===== src/rtl/bp_table_sequencer_if.sv =====
// Fetch-side lookup/prediction and commit-side update handshakes of the predictor sequencer.
// master = fetch/commit logic, slave = sequencer.
interface bp_table_sequencer_if;
    logic        lookup_valid;
    logic [31:0] lookup_pc;
    logic        lookup_ready;
    logic        pred_valid;
    logic        pred_taken;
    logic        upd_valid;
    logic [31:0] upd_pc;
    logic        upd_taken;
    logic        upd_ready;

    modport master (
        output lookup_valid, lookup_pc, upd_valid, upd_pc, upd_taken,
        input  lookup_ready, pred_valid, pred_taken, upd_ready
    );

    modport slave (
        input  lookup_valid, lookup_pc, upd_valid, upd_pc, upd_taken,
        output lookup_ready, pred_valid, pred_taken, upd_ready
    );
endinterface


===== src/rtl/bp_table_sequencer.sv =====
// Serialises fetch lookups and buffered commit updates onto single-port LHT/PHT SRAMs.
// Lookup: prediction 2 cycles after accept; update: 3 cycles; commit stalls only when the update FIFO is full.
module bp_table_sequencer #(
    parameter int LHT_DEPTH  = 256,
    parameter int HIST_LEN   = 4,
    parameter int UPD_DEPTH  = 4,
    parameter int STARVE_MAX = 4,
    localparam int IW        = $clog2(LHT_DEPTH),
    localparam int PHT_DEPTH = 2 ** HIST_LEN
) (
    input  logic                clk,
    input  logic                rst,
    bp_table_sequencer_if.slave io_bus,
    output logic                o_lht_csb,
    output logic                o_lht_web,
    output logic [IW-1:0]       o_lht_addr,
    output logic [HIST_LEN-1:0] o_lht_din,
    input  logic [HIST_LEN-1:0] i_lht_dout,
    output logic                o_pht_csb,
    output logic                o_pht_web,
    output logic [HIST_LEN-1:0] o_pht_addr,
    output logic [1:0]          o_pht_din,
    input  logic [1:0]          i_pht_dout
);
    localparam int PW = $clog2(UPD_DEPTH);
    localparam int CW = $clog2(UPD_DEPTH + 1);
    localparam int SW = $clog2(STARVE_MAX + 1);

    localparam logic [2:0] S_IDLE    = 3'd0;
    localparam logic [2:0] S_LK_PHT  = 3'd1;
    localparam logic [2:0] S_LK_RESP = 3'd2;
    localparam logic [2:0] S_UP_HIST = 3'd3;
    localparam logic [2:0] S_UP_CTR  = 3'd4;

    logic [2:0]           r_state;
    logic [IW-1:0]        r_idx;
    logic                 r_taken;
    logic                 r_lht_v;
    logic [HIST_LEN-1:0]  r_hist;
    logic [LHT_DEPTH-1:0] r_lht_vld;
    logic [PHT_DEPTH-1:0] r_pht_vld;
    logic [IW-1:0]        r_fifo_idx [UPD_DEPTH];
    logic [UPD_DEPTH-1:0] r_fifo_tk;
    logic [PW-1:0]        r_wr_ptr;
    logic [PW-1:0]        r_rd_ptr;
    logic [CW-1:0]        r_cnt;
    logic [SW-1:0]        r_starve;

    logic                w_empty, w_full, w_idle, w_push;
    logic                w_grant_upd, w_grant_lk;
    logic [IW-1:0]       w_lk_idx, w_upd_idx, w_head_idx;
    logic                w_head_tk, w_up_lv;
    logic [HIST_LEN-1:0] w_new_hist;
    logic [1:0]          w_ctr;
    logic                w_unused;

    assign w_unused   = ^{io_bus.lookup_pc[31:IW+2], io_bus.lookup_pc[1:0],
                          io_bus.upd_pc[31:IW+2], io_bus.upd_pc[1:0]};
    assign w_empty    = (r_cnt == '0);
    assign w_full     = (r_cnt == CW'(UPD_DEPTH));
    assign w_idle     = (r_state == S_IDLE) && !rst;
    assign w_lk_idx   = io_bus.lookup_pc[IW+1:2];
    assign w_upd_idx  = io_bus.upd_pc[IW+1:2];
    assign w_head_idx = r_fifo_idx[r_rd_ptr];
    assign w_head_tk  = r_fifo_tk[r_rd_ptr];

    // A pending update wins when the FIFO is full, lookups have starved it, or fetch is quiet.
    assign w_grant_upd = w_idle && !w_empty &&
                         (w_full || (r_starve == SW'(STARVE_MAX)) || !io_bus.lookup_valid);
    assign w_grant_lk  = w_idle && io_bus.lookup_valid && !w_grant_upd;
    assign w_push      = io_bus.upd_valid && !w_full && !rst;

    assign w_up_lv    = r_lht_vld[r_idx];
    assign w_new_hist = w_up_lv ? {i_lht_dout[HIST_LEN-2:0], r_taken}
                                : {{(HIST_LEN-1){1'b0}}, r_taken};

    always_comb begin
        w_ctr = i_pht_dout;
        if (!r_pht_vld[r_hist])
            w_ctr = r_taken ? 2'b10 : 2'b01;
        else if (r_taken && (i_pht_dout != 2'b11))
            w_ctr = i_pht_dout + 2'd1;
        else if (!r_taken && (i_pht_dout != 2'b00))
            w_ctr = i_pht_dout - 2'd1;
    end

    assign io_bus.lookup_ready = w_grant_lk;
    assign io_bus.upd_ready    = !rst && !w_full;
    assign io_bus.pred_valid   = !rst && (r_state == S_LK_RESP);
    assign io_bus.pred_taken   = io_bus.pred_valid && r_lht_v && r_pht_vld[r_hist] && i_pht_dout[1];

    always_comb begin
        o_lht_csb  = 1'b1;
        o_lht_web  = 1'b1;
        o_lht_addr = '0;
        o_lht_din  = '0;
        o_pht_csb  = 1'b1;
        o_pht_web  = 1'b1;
        o_pht_addr = '0;
        o_pht_din  = '0;
        if (!rst) begin
            case (r_state)
                S_IDLE: begin
                    if (w_grant_lk) begin
                        o_lht_csb  = 1'b0;
                        o_lht_addr = w_lk_idx;
                    end else if (w_grant_upd) begin
                        o_lht_csb  = 1'b0;
                        o_lht_addr = w_head_idx;
                    end
                end
                S_LK_PHT: begin
                    o_pht_csb  = 1'b0;
                    o_pht_addr = i_lht_dout;
                end
                S_UP_HIST: begin
                    o_lht_csb  = 1'b0;
                    o_lht_web  = 1'b0;
                    o_lht_addr = r_idx;
                    o_lht_din  = w_new_hist;
                    if (w_up_lv) begin
                        o_pht_csb  = 1'b0;
                        o_pht_addr = i_lht_dout;
                    end
                end
                S_UP_CTR: begin
                    if (r_lht_v) begin
                        o_pht_csb  = 1'b0;
                        o_pht_web  = 1'b0;
                        o_pht_addr = r_hist;
                        o_pht_din  = w_ctr;
                    end
                end
                default: ;
            endcase
        end
    end

    always_ff @(posedge clk) begin
        if (rst) begin
            r_state   <= S_IDLE;
            r_idx     <= '0;
            r_taken   <= 1'b0;
            r_lht_v   <= 1'b0;
            r_hist    <= '0;
            r_lht_vld <= '0;
            r_pht_vld <= '0;
            r_wr_ptr  <= '0;
            r_rd_ptr  <= '0;
            r_cnt     <= '0;
            r_starve  <= '0;
        end else begin
            case (r_state)
                S_IDLE: begin
                    if (w_grant_lk) begin
                        r_idx   <= w_lk_idx;
                        r_state <= S_LK_PHT;
                    end else if (w_grant_upd) begin
                        r_idx   <= w_head_idx;
                        r_taken <= w_head_tk;
                        r_state <= S_UP_HIST;
                    end
                end
                S_LK_PHT: begin
                    r_lht_v <= r_lht_vld[r_idx];
                    r_hist  <= i_lht_dout;
                    r_state <= S_LK_RESP;
                end
                S_UP_HIST: begin
                    r_lht_vld[r_idx] <= 1'b1;
                    r_lht_v          <= w_up_lv;
                    r_hist           <= i_lht_dout;
                    r_state          <= S_UP_CTR;
                end
                S_UP_CTR: begin
                    if (r_lht_v)
                        r_pht_vld[r_hist] <= 1'b1;
                    r_state <= S_IDLE;
                end
                default: r_state <= S_IDLE;
            endcase

            if (w_push)
                r_wr_ptr <= r_wr_ptr + 1'b1;
            if (w_grant_upd)
                r_rd_ptr <= r_rd_ptr + 1'b1;
            r_cnt <= r_cnt + CW'(w_push) - CW'(w_grant_upd);

            if (w_grant_upd || w_empty)
                r_starve <= '0;
            else if (w_grant_lk)
                r_starve <= r_starve + 1'b1;
        end
    end

    // Payload storage needs no reset: entries are only read behind a non-zero count.
    always_ff @(posedge clk) begin
        if (w_push) begin
            r_fifo_idx[r_wr_ptr] <= w_upd_idx;
            r_fifo_tk[r_wr_ptr]  <= io_bus.upd_taken;
        end
    end
endmodule

===== src/flat_wrapper.sv =====
// flat-port wrapper written by rule: the top's interface ports become plain ports
module bp_table_sequencer_flat 
#(
    parameter int LHT_DEPTH  = 256,
    parameter int HIST_LEN   = 4,
    parameter int UPD_DEPTH  = 4,
    parameter int STARVE_MAX = 4,
    localparam int IW        = $clog2(LHT_DEPTH),
    localparam int PHT_DEPTH = 2 ** HIST_LEN
)
  (clk, rst, o_lht_csb, o_lht_web, o_lht_addr, o_lht_din, i_lht_dout, o_pht_csb, o_pht_web, o_pht_addr, o_pht_din, i_pht_dout, io_bus_lookup_valid, io_bus_lookup_pc, io_bus_upd_valid, io_bus_upd_pc, io_bus_upd_taken, io_bus_lookup_ready, io_bus_pred_valid, io_bus_pred_taken, io_bus_upd_ready);
  bp_table_sequencer_if io_bus_i ();
  input  logic clk;
  input  logic rst;
  output logic o_lht_csb;
  output logic o_lht_web;
  output logic [IW-1:0] o_lht_addr;
  output logic [HIST_LEN-1:0] o_lht_din;
  input  logic [HIST_LEN-1:0] i_lht_dout;
  output logic o_pht_csb;
  output logic o_pht_web;
  output logic [HIST_LEN-1:0] o_pht_addr;
  output logic [1:0] o_pht_din;
  input  logic [1:0] i_pht_dout;
  input wire logic [$bits(io_bus_i.lookup_valid)-1:0] io_bus_lookup_valid;
  input wire logic [$bits(io_bus_i.lookup_pc)-1:0] io_bus_lookup_pc;
  input wire logic [$bits(io_bus_i.upd_valid)-1:0] io_bus_upd_valid;
  input wire logic [$bits(io_bus_i.upd_pc)-1:0] io_bus_upd_pc;
  input wire logic [$bits(io_bus_i.upd_taken)-1:0] io_bus_upd_taken;
  output wire logic [$bits(io_bus_i.lookup_ready)-1:0] io_bus_lookup_ready;
  output wire logic [$bits(io_bus_i.pred_valid)-1:0] io_bus_pred_valid;
  output wire logic [$bits(io_bus_i.pred_taken)-1:0] io_bus_pred_taken;
  output wire logic [$bits(io_bus_i.upd_ready)-1:0] io_bus_upd_ready;
  assign io_bus_i.lookup_valid = io_bus_lookup_valid;
  assign io_bus_i.lookup_pc = io_bus_lookup_pc;
  assign io_bus_i.upd_valid = io_bus_upd_valid;
  assign io_bus_i.upd_pc = io_bus_upd_pc;
  assign io_bus_i.upd_taken = io_bus_upd_taken;
  assign io_bus_lookup_ready = io_bus_i.lookup_ready;
  assign io_bus_pred_valid = io_bus_i.pred_valid;
  assign io_bus_pred_taken = io_bus_i.pred_taken;
  assign io_bus_upd_ready = io_bus_i.upd_ready;
  bp_table_sequencer #(.LHT_DEPTH(LHT_DEPTH), .HIST_LEN(HIST_LEN), .UPD_DEPTH(UPD_DEPTH), .STARVE_MAX(STARVE_MAX)) u_core (.clk(clk), .rst(rst), .io_bus(io_bus_i), .o_lht_csb(o_lht_csb), .o_lht_web(o_lht_web), .o_lht_addr(o_lht_addr), .o_lht_din(o_lht_din), .i_lht_dout(i_lht_dout), .o_pht_csb(o_pht_csb), .o_pht_web(o_pht_web), .o_pht_addr(o_pht_addr), .o_pht_din(o_pht_din), .i_pht_dout(i_pht_dout));
endmodule

===== config.mk =====
export PLATFORM = sky130hd
export DESIGN_NAME = bp_table_sequencer_flat
export DESIGN_NICKNAME = d
export VERILOG_FILES = /design/src/rtl/bp_table_sequencer_if.sv /design/src/rtl/bp_table_sequencer.sv /design/src/flat_wrapper.sv
export SDC_FILE = /design/constraint.sdc
export NUM_CORES = 1
export LEC_CHECK = 0
export BUFFER_PORTS_ARGS = -buffer_cell sky130_fd_sc_hd__buf_4
export CAP_MARGIN = 20
export CORE_ASPECT_RATIO = 1.75
export CORE_UTILIZATION = 55
export CTS_CLUSTER_SIZE = 40
export DETAILED_ROUTE_END_ITERATION = 10
export GPL_TIMING_DRIVEN = 0
export MAX_ROUTING_LAYER = met4
export PLACE_DENSITY = 0.74
export SETUP_SLACK_MARGIN = 0.05
export SYNTH_ARGS = -nofsm -noshare
export SYNTH_HDL_FRONTEND = slang
export SYNTH_SLANG_ARGS = --single-unit

===== constraint.sdc =====
create_clock -name clk -period 2.9 [get_ports clk]
set_input_delay 0.435 -clock clk [delete_from_list [all_inputs] [get_ports clk]]
set_output_delay 0.435 -clock clk [all_outputs]
set_load 0.02 [all_outputs]

# Word level (Yosys, flattened, before mapping)
# Memory sizes are Yosys's and may differ from the RTL's. A register that Yosys moved wholly into a read port is not among the register bits.
# Cells that the tools add are included.
op_classes:
  n_addsub: 7
  mul: 0
  div: 0
  n_lt_le_gt_ge: 7
  eq_ne: 8
  shifts: 0
  muxes: 52
  bitwise_logic: 3
  reduce_logical: 35
op_table:
  columns: ["cell", "n"]
  rows:
  - ["OR 256 bit", 1]
  - ["two-way mux 8 bit", 5]
  - ["two-way mux 4 bit", 6]
  - ["two-way mux 1 bit", 18]
  - ["two-way mux 2 bit", 9]
  - ["logical AND 1 bit", 17]
  - ["OR 16 bit", 1]
  - ["one-hot mux 8 bit (2 select lines)", 1]
  - ["one-hot mux 4 bit (3 select lines)", 1]
  - ["== test 3 bit, second input constant", 3]
  - ["< comparator 8 x 9 -> 1 bit, second input constant", 1]
  - ["one-hot mux 3 bit (3 select lines)", 1]
  - ["binary-select mux 1 bit (select 8 bit)", 1]
  - ["demux 1 bit (select 8 bit)", 1]
  - ["greater-or-equal comparator 8 x 1 -> 1 bit, second input constant", 1]
  - ["adder 2 x 1 -> 2 bit, second input constant", 3]
  - ["== test 3 x 2 -> 1 bit, second input constant", 2]
  - ["logical NOT 1 bit", 6]
  - ["logical NOT 3 bit", 2]
  - ["< comparator 2 x 3 -> 1 bit, second input constant", 2]
  - ["two-way mux 3 bit", 2]
  - ["< comparator 4 x 5 -> 1 bit, second input constant", 1]
  - ["binary-select mux 1 bit (select 4 bit)", 1]
  - ["bitwise mux 4 bit", 1]
  - ["20 further kinds", 25]
word_totals:
  reg_bits: 303
  latch_bits: 0
  ram_bits: 32
  rom_bits: 0
  out_inout_bits: 26
  elab_cells: 125
  n_memories: 1
memory_table:
  columns: ["name", "depth", "width", "rd", "rd_ports_with_merged_regs", "write_ports", "line_no", "text"]
  rows:
  - ["u_core.r_fifo_idx", 4, 8, 1, 1, 1, "bp_table_sequencer.sv:42", "logic [IW-1:0] r_fifo_idx [UPD_DEPTH];"]

# Longest topological paths before layout
depth:
  word_depth: 9
  depth_mapped: 13

# Least setup slack after synthesis
# OpenSTA, ideal clock, no wires.
synth_timing:
  path_type: "reg-to-output"
  from: "reg u_core.r_idx[1]"
  to: "out o_pht_csb"
  arrival_ns: 2.387
  setup_slack_ns: 0.078
  path_stages_with_launch: 10
  path_cell_list: "dfxtp_1 -> buf_2 -> clkbuf_1 -> mux4_2 -> a22oi_1 -> a21oi_1 -> o41ai_1 -> o21ai_1 -> o21ai_2 -> a221o_1"
synth_between:
  elab_chain_len: 5
synth_lines:
  columns: ["item", "line_no", "text"]
  rows:
  - ["start: declaration", "bp_table_sequencer.sv:36", "logic [IW-1:0] r_idx;"]
  - ["start signal: assignment", "bp_table_sequencer.sv:156", "r_idx <= w_lk_idx;"]
  - ["start signal: assignment", "bp_table_sequencer.sv:159", "r_idx <= w_head_idx;"]
  - ["binary-select mux 1 bit (select 8 bit)", "bp_table_sequencer.sv:73", "assign w_up_lv = r_lht_vld[r_idx];"]
  - ["two-way mux 1 bit (implied by the code)", "bp_table_sequencer.sv:73", null]
  - ["two-way mux 1 bit", "bp_table_sequencer.sv:121", "if (w_up_lv) begin"]
  - ["one-hot mux 1 bit (3 select lines)", "bp_table_sequencer.sv:102", "case (r_state)"]
  - ["two-way mux 1 bit", "bp_table_sequencer.sv:101", "if (!rst) begin"]
  - ["end: declaration", "flat_wrapper.sv:20", "output logic o_pht_csb;"]
# Every way passes these cells. The select of a mux whose other input is x is not followed.

# Worst setup path after layout
layout_timing:
  from: "reg u_core.r_idx[0]"
  to: "out o_lht_din[2]"
layout_between:
  elab_chain_len: 5
layout_lines:
  columns: ["item", "line_no", "text"]
  rows:
  - ["binary-select mux 1 bit (select 8 bit)", "bp_table_sequencer.sv:73", null]
  - ["two-way mux 1 bit (implied by the code)", "bp_table_sequencer.sv:73", null]
  - ["two-way mux 4 bit", "bp_table_sequencer.sv:74", "assign w_new_hist = w_up_lv ? {i_lht_dout[HIST_LEN-2:0], r_taken}"]
  - ["two-way mux 4 bit", "bp_table_sequencer.sv:102", null]
  - ["two-way mux 4 bit", "bp_table_sequencer.sv:101", null]
  - ["end: declaration", "flat_wrapper.sv:18", "output logic [HIST_LEN-1:0] o_lht_din;"]
# Every way passes these cells. The select of a mux whose other input is x is not followed.

==> results.md <==
- Final WS setup: -0.8748 ns
- Die Ht: 209.1 um
- Reg power frac: 0.418
- Antenna violations before repair: 0
- Clk pwr share: 0.310
- Outcome: finished with violations
- Ports: 101
- Non-filler cells, final: 1,807
- Post-route ant nets: 0
- Max Cap Viol: 0
- Hold crit path type: in -> reg
- Synth warnings: 0
- Post-Route WL: 39,230 um
- Total Routing Usage GR: 0.3187
- Peak supply drop: 469.9 uV
- Final GP Congestion: 0.9435
- Pleak: 0.005630 uW
- GRT overflow: 0
- Placed insts: 1,736
- CP max FO: 6
- CP Data Arrival Time: 3.34 ns
- Most frequent cells in the layout: dfxtp_1 (295), nor2_1 (293), a21oi_1 (262)
- Die W: 120.3 um
- Commonest non-fill, non-tap cell in the layout: dfxtp_1
- Top FF cell, synth: dfxtp_1
- Worst-margin pin slew: 1.123 ns
- First-pass GRT wire length: 59,420 um
- Slew margin rel.: 0.2447
- Setup-violating endpoint count in the final report: 17
- F_max: 0.2649 GHz
- Post-synthesis cell count: 1,372
- CTS tree: yes
- Vias/cell: 6.179
- Max-slew violations: 0
- Clk root buf: clkbuf_16
- Mapped Area: 13,480 um^2
- Largest net degree at the start of global routing: 17
- Failing checks: setup timing
- Clk_lat worst skew: 0.56 ns
- CTS max path bufs: 3
- CP startpoint kind: flop
- CTS Hold Buffers Added: 0
- Vias in the first global route: 10,760
- Crit path kind: reg -> out
- Area delta synth->final: 17.25%
- Row count: 75
- Starting density of the core: 0.5610
- Skew final: 0.01119 ns
- Clock Pin Slew Worst Setup and Hold Paths: 0.07 ns
- Clock Sinks: 337
- Net Count, Synth: 1,459
- Die area: 25,160 um^2
- Vias: 11,170
- Crit share post-route: 1.302
- Pwr dens: 762.4 nW/um^2
- Psw: 3944 uW
- Port Buffers: 51
- Total power: 12,050 uW
- Cell variety after synth: 44
- H-tree levels: 1
- Final Cell Area: 15,800 um^2
- DRT Pass-1 Iters: 6
- Hpwl dp: 26,300 um
- Cts bufs inserted: 29
- Residual DRC: 0
- Unrepaired setup endpoints after global routing: true
- Final #Nets: 1,565
- DP Area: 14,270 um^2
- Sw frac: 0.3274
- Internal power: 8104 uW
- CP Capture Type: output port
- Worst Path Required: 2.47 ns
- EDFF count, synth: 36
- Logic pwr share: 0.272
- Min cycle time layout: 3.775 ns
- Ant. Diodes: 0
- Synth async-reset ratio: 0
- Wire per inst: 21.71 um
- FF+latch count, synth: 337
- Share of cells above drive strength 1: 0.1921
- DRT iter0 DRCs: 1,057
- Mean Syn Cell Area: 9.824 um^2
- Fin. Hold Viols: 0
- Register area share after synthesis: 0.5273
- Number of fill cells: 1,920
- Core area: 24,020 um^2
==> cell families after synthesis <==
logic type / after synthesis / share of synthesized area
AO/OA/AOI/OAI: 377 / 0.1548
XOR/XNOR: 9 / 0.005849
adder cells (fa/ha/maj): 12 / 0.01170
buffers and inverters: 145 / 0.04335
flip-flops: 337 / 0.5273
multiplexers: 78 / 0.1303
AND/OR/NAND/NOR: 414 / 0.1267
==> flip-flops by register name, summed over array words and instances, names as in the netlist, named ones only <==
name and cells:
u_core.r_rd_ptr 2, u_core.r_fifo_idx 32, u_core.r_lht_v 1, u_core.r_taken 1
u_core.r_state 3, u_core.r_idx 8, u_core.r_hist 4, u_core.r_starve 3
u_core.r_cnt 3, u_core.r_fifo_tk 4, u_core.r_lht_vld 256, u_core.r_wr_ptr 2
u_core.r_pht_vld 16
==> layer usage <==
metal / vias up / wire length, um / global-route usage
met1: 5392 / 13760 / 0.3348
met5: - / 0 / -
met2: 553 / 20190 / 0.5585
li1: 5060 / - / -
met4: 0 / 2471 / 0.1916
met3: 160 / 2802 / 0.04558
==> critical path, cell delays in order (launching register included) <==
cell     delay (ns)
dfxtp_4        0.39
buf_12         0.14
buf_4          0.12
mux4_2         0.50
a22oi_1        0.27
a21oi_2        0.11
o41ai_2        0.43
o21ai_2        0.18
o21ai_4        0.26
buf_6          0.16
nor3b_1        0.05
buf_4          0.16
==> per-stage QoR <==
step	TNS, ns	hold WS, ns	utilization	setup slack [ns]
after floorplan	0	0.4315	-	0.07847
after global placement	-36.06	0.4416	0.5930	-1.008
after detailed placement	-27.71	0.4501	0.5941	-0.9678
after CTS	-7.088	0.06361	0.6458	-0.7782
after global routing	-10.40	0.07181	0.6578	-0.9399
final	-7.841	0.07151	0.6578	-0.8748
==> Yosys cell counts (all sizes together), types with 5 or more instances <==
master,n,area share
a211oi,8,0.0045
a21oi,269,0.10
a22oi,33,0.018
a31oi,20,0.0093
and3,5,0.0023
buf,18,0.0079
clkbuf,95,0.027
dfxtp,301,0.45
edfxtp,36,0.080
ha,11,0.010
inv,32,0.0089
mux4,78,0.13
nand2,50,0.014
nand2b,10,0.0046
nor2,299,0.083
nor2b,9,0.0042
nor3,13,0.0048
nor4,8,0.0037
o21ai,16,0.0062
o22ai,18,0.0084
xnor2,6,0.0039
==> worst paths after layout <==
check,depth (start not counted),startpoint,end,slack [ns]
max,11,u_core.r_idx[0],o_lht_din[2],-0.87
min,1,io_bus_upd_pc[7],u_core.r_fifo_idx[0][5],0.07
max reg2reg,19,u_core.r_idx[0],u_core.r_lht_v,-0.60
min reg2reg,2,u_core.r_lht_vld[178],u_core.r_lht_vld[178],0.46
==> cell type report <==
class / count / area, um^2 / area share
buffer: 106 / 593.1 / 0.03753
clock buffer: 43 / 838.3 / 0.05305
clock inverter: 9 / 53.80 / 0.003405
inverter: 32 / 120.1 / 0.007601
multi-input combinational: 890 / 5978 / 0.3783
sequential: 337 / 7119 / 0.4505
tap: 308 / 385.4 / 0.02439
timing repair buffer: 82 / 714.4 / 0.04521
==> power by group through the flow <==
| stage | Combinational [uW] | Sequential [uW] | Clock [uW] |
|---|---|---|---|
| finish | 3280 | 5040 | 3730 |
| global route | 3410 | 5060 | 3930 |
| CTS | 2930 | 5030 | 3740 |
| detailed placement | 2680 | 5050 | 0 |
| global placement | 2660 | 5040 | 0 |
| floorplan | 1750 | 5020 | 0 |
==> what timing repair did <==
item	4_1_cts	5_1_grt
pin swaps	13	7
endpoints found under the setup margin	135	143
cloned	1	0
buffers inserted	8	17
gates resized for setup	86	53
(Power assumes the default switching activity.)
